### config.mk
export PLATFORM = sky130hd
export DESIGN_NAME = fetch_unit
export DESIGN_NICKNAME = d
export VERILOG_FILES = /design/src/rtl/fetch_unit.sv
export SDC_FILE = /design/constraint.sdc
export NUM_CORES = 1
export LEC_CHECK = 0
export ABC_AREA = 1
export BUFFER_PORTS_ARGS = -buffer_cell sky130_fd_sc_hd__buf_2
export CORE_ASPECT_RATIO = 0.9
export CORE_MARGIN = 8
export CORE_UTILIZATION = 60
export DETAILED_ROUTE_END_ITERATION = 6
export PLACE_DENSITY = 0.83
export SLEW_MARGIN = 20
export SYNTH_ARGS = -nofsm -noshare
export SYNTH_HDL_FRONTEND = slang
export SYNTH_SLANG_ARGS = --single-unit
### constraint.sdc
create_clock -name clk -period 9.8 [get_ports clk]
set_input_delay 0.98 -clock clk [delete_from_list [all_inputs] [get_ports clk]]
set_output_delay 0.98 -clock clk [all_outputs]
set_load 0.005 [all_outputs]
### src/rtl/fetch_unit.sv
// Instruction fetch front-end: owns the PC, issues in-order ibus requests and
// buffers up to two returned words for IF/ID. Optional macro: FETCH_BYPASS_EN.
`ifndef STALL_WIDTH
`define STALL_WIDTH 6
`endif
`ifndef STALL_PC
`define STALL_PC 0
`endif
`ifndef STALL_IF
`define STALL_IF 1
`endif

module fetch_unit #(
  parameter logic [31:0] RESET_PC = 32'h0000_0000
) (
  input  logic                    clk,
  input  logic                    rst_n,
  input  logic [`STALL_WIDTH-1:0] stall_i,
  input  logic                    flush_i,
  input  logic [31:0]             flush_addr_i,
  output logic                    ibus_req_o,
  output logic [31:0]             ibus_addr_o,
  input  logic                    ibus_gnt_i,
  input  logic                    ibus_rvalid_i,
  input  logic [31:0]             ibus_rdata_i,
  output logic                    inst_valid_o,
  output logic [31:0]             inst_o,
  output logic [31:0]             inst_addr_o
);

  localparam logic [31:0] NOP = 32'h0000_0013;

  logic        en_q;
  logic [31:0] pc_q, pc_d;
  logic [31:0] buf_addr_q [2];
  logic [31:0] buf_addr_d [2];
  logic [31:0] buf_data_q [2];
  logic [31:0] buf_data_d [2];
  logic [31:0] aq_q [2];
  logic [31:0] aq_d [2];
  logic [1:0]  buf_cnt_q, buf_cnt_d;
  logic [1:0]  outst_q, outst_d;
  logic [1:0]  drop_q, drop_d;

  logic       stall_pc, stall_if;
  logic       rsp_keep, bypass, head_valid, pop, push, grant;
  logic [2:0] occupancy;
  logic [1:0] aq_wr, buf_wr;

  // Datapath control. A pop this cycle frees its slot for admission, which is
  // what lets back-to-back fetches sustain one instruction per cycle.
  always_comb begin
    stall_pc = stall_i[`STALL_PC];
    stall_if = stall_i[`STALL_IF];
    rsp_keep = ibus_rvalid_i && (drop_q == 2'd0) && !flush_i;
`ifdef FETCH_BYPASS_EN
    bypass   = rsp_keep && (buf_cnt_q == 2'd0);
`else
    bypass   = 1'b0;
`endif
    head_valid = !flush_i && ((buf_cnt_q != 2'd0) || bypass);
    pop        = !flush_i && (buf_cnt_q != 2'd0) && !stall_if;
    push       = rsp_keep && !(bypass && !stall_if);
    occupancy  = {1'b0, outst_q} + {1'b0, drop_q} + {1'b0, buf_cnt_q} - {2'b00, pop};
    ibus_req_o  = en_q && !flush_i && !stall_pc && (occupancy < 3'd2);
    ibus_addr_o = pc_q;
    grant       = ibus_req_o && ibus_gnt_i;

    inst_valid_o = head_valid;
    inst_addr_o  = (bypass && (buf_cnt_q == 2'd0)) ? aq_q[0] : buf_addr_q[0];
    if (!head_valid)
      inst_o = NOP;
    else if (buf_cnt_q != 2'd0)
      inst_o = buf_data_q[0];
    else
      inst_o = ibus_rdata_i;
  end

  always_comb begin
    pc_d      = pc_q;
    buf_cnt_d = buf_cnt_q;
    outst_d   = outst_q;
    drop_d    = drop_q;
    aq_wr     = 2'd0;
    buf_wr    = 2'd0;
    for (int i = 0; i < 2; i++) begin
      buf_addr_d[i] = buf_addr_q[i];
      buf_data_d[i] = buf_data_q[i];
      aq_d[i]       = aq_q[i];
    end

    if (flush_i) begin
      // Everything still in flight becomes garbage, including a response
      // landing right now.
      pc_d      = flush_addr_i & ~32'h3;
      buf_cnt_d = 2'd0;
      outst_d   = 2'd0;
      if (ibus_rvalid_i && ((drop_q != 2'd0) || (outst_q != 2'd0)))
        drop_d = drop_q + outst_q - 2'd1;
      else
        drop_d = drop_q + outst_q;
    end else begin
      if (grant)
        pc_d = pc_q + 32'd4;
      if (ibus_rvalid_i && (drop_q != 2'd0))
        drop_d = drop_q - 2'd1;

      if (rsp_keep)
        aq_d[0] = aq_q[1];
      aq_wr = outst_q - {1'b0, rsp_keep};
      if (grant)
        aq_d[aq_wr[0]] = pc_q;
      outst_d = outst_q + {1'b0, grant} - {1'b0, rsp_keep};

      if (pop) begin
        buf_addr_d[0] = buf_addr_q[1];
        buf_data_d[0] = buf_data_q[1];
      end
      buf_wr = buf_cnt_q - {1'b0, pop};
      if (push) begin
        buf_addr_d[buf_wr[0]] = aq_q[0];
        buf_data_d[buf_wr[0]] = ibus_rdata_i;
      end
      buf_cnt_d = buf_wr + {1'b0, push};
    end
  end

  always_ff @(posedge clk or negedge rst_n) begin
    if (!rst_n) begin
      en_q      <= 1'b0;
      pc_q      <= RESET_PC;
      buf_cnt_q <= 2'd0;
      outst_q   <= 2'd0;
      drop_q    <= 2'd0;
      for (int i = 0; i < 2; i++) begin
        buf_addr_q[i] <= RESET_PC;
        buf_data_q[i] <= NOP;
        aq_q[i]       <= 32'h0;
      end
    end else begin
      en_q      <= 1'b1;
      pc_q      <= pc_d;
      buf_cnt_q <= buf_cnt_d;
      outst_q   <= outst_d;
      drop_q    <= drop_d;
      for (int i = 0; i < 2; i++) begin
        buf_addr_q[i] <= buf_addr_d[i];
        buf_data_q[i] <= buf_data_d[i];
        aq_q[i]       <= aq_d[i];
      end
    end
  end

endmodule

==> results of run 1 <==
==> routing by layer <==
| metal | GRT usage | share of wire |
|---|---|---|
| met5 | 0 | 0 |
| met4 | 0.0707 | 0.025 |
| met3 | 0.0397 | 0.057 |
| met2 | 0.391 | 0.47 |
| met1 | 0.319 | 0.45 |
==> worst reg2reg max path: stages, from the launching register on <==
cell	delay [ns]
dfrtp_1	0.43
nor2_1	0.15
nor2_2	0.07
nand2_4	0.27
nor2_1	0.10
fa_1	0.49
inv_1	0.04
ha_1	0.28
inv_1	0.05
nand2_1	0.04
nor2_1	0.12
nand4_1	0.10
buf_4	0.32
inv_2	0.10
buf_4	0.55
nand2_4	0.57
nand2_1	0.22
o21ai_1	0.09
==> cells in the final DEF, fill, tap and decap left out, types with 8 or more instances in the layout <==
| cell type | instances |
|---|---|
| nand2_1 | 545 |
| inv_1 | 237 |
| dfrtp_1 | 221 |
| o21ai_0 | 199 |
| buf_2 | 163 |
| nor2_1 | 95 |
| o21ai_1 | 81 |
| nand3_1 | 75 |
| inv_2 | 42 |
| clkbuf_16 | 25 |
| o21ai_2 | 11 |
| nand2_2 | 10 |
| ha_1 | 8 |
| clkbuf_1 | 8 |
==> state kept, by name (all words and copies together) (netlist names) <==
register,cells
aq_q,62
drop_q,2
outst_q,2
buf_data_q,64
buf_cnt_q,2
buf_addr_q,32
inst_addr_o,32
en_q,1
ibus_addr_o,30
==> worst min path at each step <==
stage | to | startpoint | slack [ns] | cells past startpoint
global placement | buf_addr_q[24] | aq_q[56] | 0.45 | 2
CTS | buf_data_q[27] | rst_n | 0.40 | 1
floorplan | buf_addr_q[0] | aq_q[32] | 0.45 | 2
finish | buf_data_q[27] | rst_n | 0.38 | 1
global route | buf_data_q[27] | rst_n | 0.42 | 1
detailed placement | buf_addr_q[4] | aq_q[36] | 0.47 | 2
==> final cells by class <==
cell class | instances | area (um^2)
flip-flops and latches | 227 | 5690
inverters | 281 | 1060
clock inverters | 4 | 45.0
diodes | 2 | 5.00
well taps | 255 | 319
repair buffers | 173 | 906
multi-input cells | 1058 | 4740
fillers | 1680 | 6350
clock buffers | 40 | 752
==> through the flow <==
step	area [um^2]	util
after floorplan	12100	-
after global placement	12700	0.639
after detailed placement	12700	0.639
after CTS	13500	0.680
after global routing	13500	0.680
final	13500	0.680
==> power by group through the flow <==
| stage | combinational, W | sequential [W] | clock (W) |
|---|---|---|---|
| floorplan | 0.000848 | 0.00144 | 0 |
| global placement | 0.00100 | 0.00147 | 0 |
| detailed placement | 0.00105 | 0.00149 | 0 |
| CTS | 0.00107 | 0.00147 | 0.000925 |
| global route | 0.00124 | 0.00151 | 0.000960 |
| finish | 0.00106 | 0.00147 | 0.000913 |
==> logic make-up after synthesis <==
kind of cell | Yosys count | share of synthesized area
adder cells (fa/ha/maj) | 10 | 0.0110
AND/OR/NAND/NOR | 739 | 0.242
buffers and inverters | 395 | 0.140
flip-flops | 227 | 0.471
AO/OA/AOI/OAI | 296 | 0.127
multiplexers | 2 | 0.00176
XOR/XNOR | 8 | 0.00642
other | 2 | 0.000621
==> impl_results.md, run 1 <==
* Routed vias/inst at 5.28
* Sequential area share after synthesis at 0.471
* Reg2reg setup slack at 5.66 ns
* Max FO, Critical Path at 60
* Initial antenna violation count at 1
* Pwr Total at 0.00345 W
* Final hold vios at 0
* Global-route wire length before repair at 50000 um
* Initial DRC Count at 975
* Antenna viol nets, final at 0
* Crit-path slowest cell: buf_2
* DR vias at 10800
* HP Class: in2async
* Final Critical Period at 4.71 ns
* P_int at 0.00224 W
* Clk pwr share at 0.265
* Setup violations, final at 0
* Root Buffer: clkbuf_16
* Combinational power share at 0.308
* Pleak at 7.19 nW
* Measured slew at the worst slew-check pin at 1.09 ns
* Hold-fix buffers at CTS at 0
* Post-route worst setup slack at 5.09 ns
* Reg2reg path depth at 17
* Main synth FF type: dfrtp_1
* CP startpoint kind: primary input
* Max_slew headroom at 0.271
* Worst setup EP type: flop
* EDFF count, synth at 0
* Async set or reset register ratio after synthesis at 1.00
* Post-Syn Instances at 1679
* R2R Path Start: buf_cnt_q[1]
* Routed wire length at 30000 um
* Share of layout cells above drive strength 1 at 0.163
* Area growth syn-to-layout at 11.8%
* Overflow after GRT at 0
* FF+latch count, synth at 227
* CTS tree: built
* Setup bufs post-CTS at 0
* Maximum clock path buffer count at 3
* Largest net degree at the start of global routing at 107
* Die Height at 151 um
* H-tree Lvls at 1
* Clk sinks at 227
* Synth cell count leaders: nand2_1 (547), inv_1 (237), dfrtp_1 (221), o21ai_0 (199), nor2_1 (95)
* Area share of the largest cell type after synthesis at 0.458
* Residual DRC at 0
* Nets at 1850
* Status: completed
* Top post-synthesis cells by area: dfrtp_1 (46%), nand2_1 (17%), o21ai_0 (8.2%), inv_1 (7.4%), o21ai_1 (3.4%)
* Post-DR wirelength/cell at 14.7 um
* Tcrit/Tclk final at 0.481
* Leading area contributor after synthesis: dfrtp_1
* Most numerous cell in the Yosys netlist: nand2_1
* Avg Cell Area, Syn at 7.20 um^2
* Switching share of power at 0.350
* CP Cell Sequence: buf_2 > nor2_2 > nand2_4 > nor2_1 > fa_1 > inv_1 > ha_1 > inv_1 > nand2_1 > nor2_1 > nand4_1 > buf_4 > inv_2 > buf_4 > nand2_4 > nand2_1 > o21ai_1
* Routability cong. at 0.927
* Starting Density at 0.608
* IO buf count at 164
* Synthesized area at 0.0121 mm^2
* Critical Path Start: flush_i
* Core Rows at 49
* R2R Path End: aq_q[24]
* Worst setup path end: aq_q[24]
* PD cells at 255 mW/mm^2
* Final Non-Filler Cells at 2040
* Clk slew on worst S/H paths at 0.06 ns
* Sequential Power Share at 0.427
* Net Sw Power at 0.00121 W
* Max Cap Viol at 0
* Vias in the first global route at 10300
* Final setup TNS at 0 ns
* Maximum clock rate at 212 MHz
* Synth warn at 0
* CP Data Required Time at 10.17 ns
* Post-place setup slack at 4.22 ns
* Die width at 166 um
* Crit Path Category: in2reg
* RSZ-0062 raised after global routing: false
* Post-synthesis cell type count at 35
* Min Hold Slack at 0.384 ns
* Crit. path cell count at 17
* DR pass1 iterations at 5
* Total GRT Usage at 0.237
* Core area at 0.0199 mm^2
* CP Data Arrival Time at 5.09 ns
* WP buf/inv at 6
* Critical path's top delay family: buffers and inverters
* Slowest Stage Delay on Critical Path at 0.60 ns
* Clock Latency Late Sink at 0.51 ns
* PostCTS Resize Cnt at 0
* Post-DP HPWL at 19800 um
* Cts bufs inserted at 24
* Max VDD drop at 0.185 mV
* Top Ports at 173
* DIE AREA at 0.0249 mm^2
* DP Cell Count at 1994
* Setup clock skew after layout at 0.00728 ns
* Pins Over Slew Limit at 0
No activity file was read; power rests on OpenSTA's default activity.
==> inputs of run 2 (changes only) <==
- ABC_AREA: 1 -> 0
- CORE_UTILIZATION: 60 -> 57
- PLACE_DENSITY: 0.83 -> 0.8
- clock period: 9.8 -> 4.36 ns (I/O delays scaled with it)
==> impl_results.md, run 2 <==
* Status: completed (unchanged)
* Crit Path Category: reg2reg (was in2reg)
* CP Data Required Time at 4.74 ns (was 10.17 ns)
* CP startpoint kind: flop (was primary input)
* Setup violations, final at 0 (unchanged)
* Clk pwr share at 0.279 (was 0.265)
* Sequential Power Share at 0.495 (was 0.427)
* Area growth syn-to-layout at 14.7% (was 11.8%)
* Reg2reg setup slack at 0.47 ns (was 5.66 ns)
* Most frequent cells in the layout: dfrtp_1 (221), buf_2 (162), o21ai_0 (153) (was nand2_1 (545), inv_1 (237), dfrtp_1 (221))
* Pwr Total at 0.00696 W (was 0.00345 W)
* Synth Area in Simple Gates at 0.163 (was 0.242)
* Initial DRC Count at 593 (was 975)
* Tcrit/Tclk final at 0.893
* Root Buffer: clkbuf_16 (unchanged)
* Pins Over Slew Limit at 0 (unchanged)
* Routed vias/inst at 5.88 (was 5.28)
* Largest family of logic cells by synthesized area: simple AND/OR/NAND/NOR gates (unchanged)
* CP Data Arrival Time at 4.28 ns (was 5.09 ns)
* Worst setup EP type: flop (unchanged)
* Post-DP HPWL at 17000 um (was 19800 um)
* Critical path's top delay family: simple AND/OR/NAND/NOR gates (was buffers and inverters)
* Starting Density at 0.581 (was 0.608)
* Die Height at 146 um (was 151 um)
* Max FO, Critical Path at 30 (was 60)
* CP Cell Sequence: nor2_1 > or3_2 > nor2_1 > fa_1 > inv_1 > ha_1 > nor4b_1 > and3_1 > buf_4 > and2_1 > buf_4 > mux2_2 (was buf_2 > nor2_2 > nand2_4 > nor2_1 > fa_1 > inv_1 > ha_1 > inv_1 > nand2_1 > nor2_1 > nand4_1 > buf_4 > inv_2 > buf_4 > nand2_4 > nand2_1 > o21ai_1)
* Post-DP Area at 0.0114 mm^2 (was 0.0127 mm^2)
* Maximum clock path buffer count at 3 (unchanged)
* Routed wire length at 26500 um (was 30000 um)
* Clk slew on worst S/H paths at 0.06 ns (about the same)
* Nets at 1239 (was 1850)
* PD cells at 569 mW/mm^2 (was 255 mW/mm^2)
* Net Sw Power at 0.00206 W (was 0.00121 W)
* Post-Syn Instances at 1047 (was 1679)
* Initial antenna violation count at 1 (unchanged)
* Synthesized area at 0.0107 mm^2 (was 0.0121 mm^2)
* Antenna viol nets, final at 0 (unchanged)
* Combinational power share at 0.226 (was 0.308)
* Top Ports at 173 (unchanged)
* Maximum clock rate at 257 MHz
* Vias in the first global route at 8493 (was 10300)
* Post-synthesis cell type count at 48 (was 35)
* WP buf/inv at 3 (was 6)
* CTS tree: built (unchanged)
* Hold Path Depth at 3
* P_int at 0.00490 W (was 0.00224 W)
* R2R Path Start: buf_cnt_q[0] (was buf_cnt_q[1])
* Measured slew at the worst slew-check pin at 0.743 ns (was 1.09 ns)
* Post-route worst setup slack at 0.465 ns (was 5.09 ns)
* DR pass1 iterations at 7 (was 5)
* Max FFs per register at 64 (unchanged)
* Global-route wire length before repair at 43900 um (was 50000 um)
* Reg2reg path depth at 12 (was 17)
* FF+latch count, synth at 227 (unchanged)
* Overflow after GRT at 0 (unchanged)
* Core area at 0.0183 mm^2 (was 0.0199 mm^2)
* Total GRT Usage at 0.225 (was 0.237)
* EDFF count, synth at 0 (unchanged)
* PostCTS Resize Cnt at 0 (unchanged)
* Biggest register: buf_data_q (unchanged)
* Largest net degree at the start of global routing at 138 (was 107)
* Routability cong. at 0.884 (was 0.927)
* Sequential area share after synthesis at 0.533 (was 0.471)
* Final setup TNS at 0 ns (unchanged)
* Die width at 160 um (was 166 um)
* Most numerous cell in the Yosys netlist: dfrtp_1 (was nand2_1)
* Async set or reset register ratio after synthesis at 1.00 (unchanged)
* Pleak at 5.71 nW (was 7.19 nW)
* Multiplexer area fraction after synthesis at 0.102 (was 0.00176)
* Commonest non-fill, non-tap cell in the layout: dfrtp_1 (was nand2_1)
* DIE AREA at 0.0234 mm^2 (was 0.0249 mm^2)
* Share of layout cells above drive strength 1 at 0.281 (was 0.163)
* Top post-synthesis cells by area: dfrtp_1 (52%), mux2_2 (10%), o21ai_0 (7.2%), or3_1 (4.0%), nand2_1 (3.8%) (was dfrtp_1 (46%), nand2_1 (17%), o21ai_0 (8.2%), inv_1 (7.4%), o21ai_1 (3.4%))
* RSZ-0062 raised after global routing: false (unchanged)
* Switching share of power at 0.296 (was 0.350)
* Critical Path Start: buf_cnt_q[0] (was flush_i)
* Hold-fix buffers at CTS at 0 (unchanged)
* H-tree Lvls at 1 (unchanged)
* Filler cells at 1427 (was 1680)
* Biggest regs: buf_data_q: 64 flops, aq_q: 62 flops (unchanged)
* Residual DRC at 0 (unchanged)
* Adder-Cell Fraction of Synth Area at 0.0124 (was 0.0110)
* DR vias at 8315 (was 10800)
* Setup bufs post-CTS at 0 (unchanged)
* Crit-path slowest cell: dfrtp_1 (was buf_2)
* Hold endpoint: ibus_addr_o[12]
* Synth cell count leaders: dfrtp_1 (221), o21ai_0 (154), nand2_1 (107), mux2_2 (95), nor2_1 (77) (was nand2_1 (547), inv_1 (237), dfrtp_1 (221), o21ai_0 (199), nor2_1 (95))
* Cts bufs inserted at 24 (unchanged)
* Slowest Stage Delay on Critical Path at 0.48 ns (was 0.60 ns)
* Final hold vios at 0 (unchanged)
* Max_slew headroom at 0.500 (was 0.271)
* Core Rows at 47 (was 49)
* Compound-gate portion of the synthesized area at 0.105 (was 0.127)
* Hold path start: flush_addr_i[12]
* Area share of the largest cell type after synthesis at 0.518 (was 0.458)
* Max VDD drop at 0.328 mV (was 0.185 mV)
* R2R Path End: aq_q[20] (was aq_q[24])
* Leading area contributor after synthesis: dfrtp_1 (unchanged)
* Post-DR wirelength/cell at 18.8 um (was 14.7 um)
* HP Class: in2reg (was in2async)
* Synth warn at 0 (unchanged)
* Max Cap Viol at 0 (unchanged)
* Setup clock skew after layout at 0.0138 ns (was 0.00728 ns)
* IO buf count at 164 (unchanged)
* Main synth FF type: dfrtp_1 (unchanged)
* Post-place setup slack at 0.530 ns (was 4.22 ns)
* Clock Latency Late Sink at 0.51 ns (about the same)
* Avg Cell Area, Syn at 10.2 um^2 (was 7.20 um^2)
* XOR/XNOR share of the synthesized area at 0.0265 (was 0.00642)
* Clk sinks at 227 (unchanged)
* Final Critical Period at 3.89 ns
* Final non-filler cell area at 0.0122 mm^2 (was 0.0135 mm^2)
==> run 2: changes by cell type after synthesis, sizes merged, moves of 61 or more <==
cell / change
mux2: +94
inv: -263
o21ai: -135
or3: +70
nand2: -450
nand3: -61
==> run 2: power by group through the flow <==
stage,logic (W),registers (W),clock network [W]
finish,0.00157,0.00345,0.00194
floorplan,0.00128,0.00329,0
global placement,0.00149,0.00343,0
CTS,0.00159,0.00345,0.00197
global route,0.00178,0.00355,0.00206
detailed placement,0.00158,0.00348,0
==> run 2: worst max path at each step <==
stage,slack [ns],depth (start not counted),endpoint
2_1_floorplan,0.30,16,outst_q[0]
3_3_place_gp,0.62,12,aq_q[18]
3_5_place_dp,0.53,12,aq_q[20]
4_1_cts,0.51,12,aq_q[20]
5_1_grt,0.21,13,ibus_addr_o[31]
6_report,0.47,12,aq_q[20]
==> run 2: kinds of logic after synthesis <==
kind of cell,count (synthesis)
buffers and inverters,124
adder cells (fa/ha/maj),10
multiplexers,97
XOR/XNOR,29
AO/OA/AOI/OAI,208
flip-flops,227
AND/OR/NAND/NOR,350
other,2
==> run 2: layout make-up <==
cell class              instances  area (um^2)  area share
repair buffers                186         1020      0.0834
inverters                      18         67.6     0.00552
multi-input cells             697         4410       0.360
clock buffers                  38          734      0.0600
flip-flops and latches        227         5690       0.465
well taps                     245          307      0.0250
clock inverters                 2         10.0    0.000818
diodes                          1         2.50    0.000204
==> run 2: per-stage QoR <==
step	cells	utilization	hold slack, ns
2_1_floorplan	1048	-	0.140
3_3_place_gp	1371	0.624	0.482
3_5_place_dp	1371	0.624	0.490
4_1_cts	1411	0.665	0.102
5_1_grt	1414	0.667	0.150
6_report	1414	0.667	0.134
==> run 2: worst register-to-register path, stage by stage, from the launching register on <==
cell,delay [ns]
dfrtp_1,0.48
nor2_1,0.16
or3_2,0.45
nor2_1,0.14
fa_1,0.43
inv_1,0.07
ha_1,0.24
nor4b_1,0.43
and3_1,0.25
buf_4,0.17
and2_1,0.14
buf_4,0.41
mux2_2,0.40
==> run 2: layer usage <==
layer | GRT usage | vias to the layer above | wire length, um
met1 | 0.297 | 4116 | 11300
met4 | 0.0742 | 0 | 790
met3 | 0.0455 | 65 | 1760
li1 | - | 3823 | -
met5 | 0 | - | 0
met2 | 0.366 | 311 | 12600
==> inputs of run 3 (changes only) <==
- PLACE_DENSITY: 0.8 -> default
- PLACE_DENSITY_LB_ADDON: default -> 0.05
==> impl_results.md, run 3 (same netlist as run 2, synthesis figures left out) <==
* Maximum clock path buffer count at 3 (unchanged)
* Slowest Stage Delay on Critical Path at 0.59 ns (was 0.48 ns)
* CTS tree: built (unchanged)
* Final non-filler cell area at 0.0122 mm^2 (about the same)
* Final hold vios at 0 (unchanged)
* Setup violations, final at 0 (unchanged)
* Final Critical Period at 3.81 ns (was 3.89 ns)
* Multi-input logic area at 0.00442 mm^2 (was 0.00441 mm^2)
* Maximum clock rate at 262 MHz (was 257 MHz)
* H-tree Lvls at 1 (unchanged)
* Global-route wire length before repair at 43500 um (was 43900 um)
* Routed wire length at 26500 um (about the same)
* CP startpoint kind: flop (unchanged)
* Fin util at 0.668 (was 0.667)
* Initial DRC Count at 556 (was 593)
* Worst setup EP type: flop (unchanged)
* Most frequent cells in the layout: dfrtp_1 (221), buf_2 (162), o21ai_0 (153) (unchanged)
* Status: completed (unchanged)
* Total GRT Usage at 0.223 (was 0.225)
* Clock Latency Late Sink at 0.50 ns (was 0.51 ns)
* Largest net degree at the start of global routing at 121 (was 138)
* Cts bufs inserted at 24 (unchanged)
* Commonest non-fill, non-tap cell in the layout: dfrtp_1 (unchanged)
* Pleak at 5.70 nW (was 5.71 nW)
* Top cell by count, worst path: nor2_1
* Starting Density at 0.581 (unchanged)
* Pins Over Slew Limit at 0 (unchanged)
* PD cells at 569 mW/mm^2 (about the same)
* Root Buffer: clkbuf_16 (unchanged)
* Initial antenna violation count at 1 (unchanged)
* Die width at 160 um (unchanged)
* Max_slew headroom at 0.341 (was 0.500)
* Max FO, Critical Path at 19 (was 30)
* CP Data Arrival Time at 4.20 ns (was 4.28 ns)
* Max VDD drop at 0.367 mV (was 0.328 mV)
* Filler cells at 1508 (was 1427)
* Critical path's top delay family: simple AND/OR/NAND/NOR gates (unchanged)
* Routed vias/inst at 5.77 (was 5.88)
* Antenna viol nets, final at 0 (unchanged)
* IO buf count at 164 (unchanged)
* Clk sinks at 227 (unchanged)
* Crit Path Category: reg2reg (unchanged)
* HP Class: in2async (was in2reg)
* CP Cell Sequence: nor2_1 > or3_2 > nor2_1 > fa_1 > inv_1 > ha_1 > nor4b_1 > and3_1 > inv_1 > or3_1 > buf_12 > nor2_1 > nor2_1 (was nor2_1 > or3_2 > nor2_1 > fa_1 > inv_1 > ha_1 > nor4b_1 > and3_1 > buf_4 > and2_1 > buf_4 > mux2_2)
* Biggest register: buf_data_q (unchanged)
* WP buf/inv at 3 (unchanged)
* Crit. path cell count at 13 (was 12)
* Vias in the first global route at 8227 (was 8493)
* Core Rows at 47 (unchanged)
* Tcrit/Tclk final at 0.874 (was 0.893)
* DR pass1 iterations at 4 (was 7)
* Max FFs per register at 64 (unchanged)
* Routability cong. at 0.852 (was 0.884)
* Post-DR wirelength/cell at 18.8 um (about the same)
* Sequential Area at 0.00569 mm^2 (unchanged)
* Measured slew at the worst slew-check pin at 0.988 ns (was 0.743 ns)
* Biggest regs: buf_data_q: 64 flops, aq_q: 62 flops (unchanged)
* Hold-fix buffers at CTS at 0 (unchanged)
* Clk slew on worst S/H paths at 0.06 ns (about the same)
* Reg2reg path depth at 13 (was 12)
* PostCTS Resize Cnt at 0 (unchanged)
* DR vias at 8113 (was 8315)
* Post-DP HPWL at 16900 um (was 17000 um)
* Residual DRC at 0 (unchanged)
* Top Ports at 173 (unchanged)
* Setup bufs post-CTS at 0 (unchanged)
* Max Cap Viol at 0 (unchanged)
* DIE AREA at 0.0234 mm^2 (unchanged)
* RSZ-0062 raised after global routing: false (unchanged)
* Final setup TNS at 0 ns (unchanged)
* Overflow after GRT at 0 (unchanged)
* Post-DP Area at 0.0115 mm^2 (was 0.0114 mm^2)
* Area growth syn-to-layout at 14.8% (was 14.7%)
* Nets at 1234 (was 1239)
* CP Data Required Time at 4.75 ns (was 4.74 ns)
* Setup clock skew after layout at 0.00899 ns (was 0.0138 ns)
* Core area at 0.0183 mm^2 (unchanged)
* Share of layout cells above drive strength 1 at 0.279 (was 0.281)
* Die Height at 146 um (unchanged)
* Crit-path slowest cell: or3_1 (was dfrtp_1)
run 3: final cells by class:
class / instances / share of cell area
flip-flops and latches: 227 / 0.464
multi-input cells: 697 / 0.361
repair buffers: 181 / 0.0825
clock buffers: 35 / 0.0582
well taps: 245 / 0.0250
inverters: 18 / 0.00552
clock inverters: 3 / 0.00327
diodes: 1 / 0.000204
run 3: worst paths after layout:
path                             startpoint         endpoint  slack [ns]
max reg2reg                    buf_cnt_q[0]         aq_q[41]        0.55
min reg2reg                   buf_data_q[2]    buf_data_q[2]        0.50
max                            buf_cnt_q[0]         aq_q[41]        0.55
min in group clk           flush_addr_i[16]  ibus_addr_o[16]        0.14
max in group asynchronous             rst_n   buf_addr_q[14]        3.31
min                                   rst_n  inst_addr_o[28]        0.01
run 3: power breakdown:
group	total, W	leakage [nW]	internal (W)	switching [W]
registers	0.00345	2.90	0.00294	0.000504
clock network	0.00196	0.372	0.00118	0.000786
logic	0.00156	2.43	0.000816	0.000740
run 3: layer usage:
| layer | global-route usage | vias to the layer above | routed length [um] |
|---|---|---|---|
| met5 | 0 | - | 0 |
| met4 | 0.0560 | 0 | 478 |
| met3 | 0.0447 | 39 | 1660 |
| met2 | 0.363 | 260 | 12500 |
| met1 | 0.302 | 4011 | 11800 |
| li1 | - | 3803 | - |
run 3: worst register-to-register path, stage by stage (launching register included):
cell     delay [ns]
dfrtp_1        0.47
nor2_1         0.15
or3_2          0.44
nor2_1         0.14
fa_1           0.42
inv_1          0.07
ha_1           0.24
nor4b_1        0.41
and3_1         0.27
inv_1          0.06
or3_1          0.59
buf_12         0.27
nor2_1         0.11
nor2_1         0.06
run 3: per-stage QoR:
stage	hold WS, ns	worst slack [ns]	power [W]	std cells
after floorplan	0.140	0.297	0.00457	1048
final	0.0132	0.547	0.00697	1407
after CTS	0.0491	0.551	0.00704	1406
after global placement	0.482	0.607	0.00495	1368
after detailed placement	0.490	0.567	0.00506	1368
after global routing	0.0971	0.282	0.00740	1407
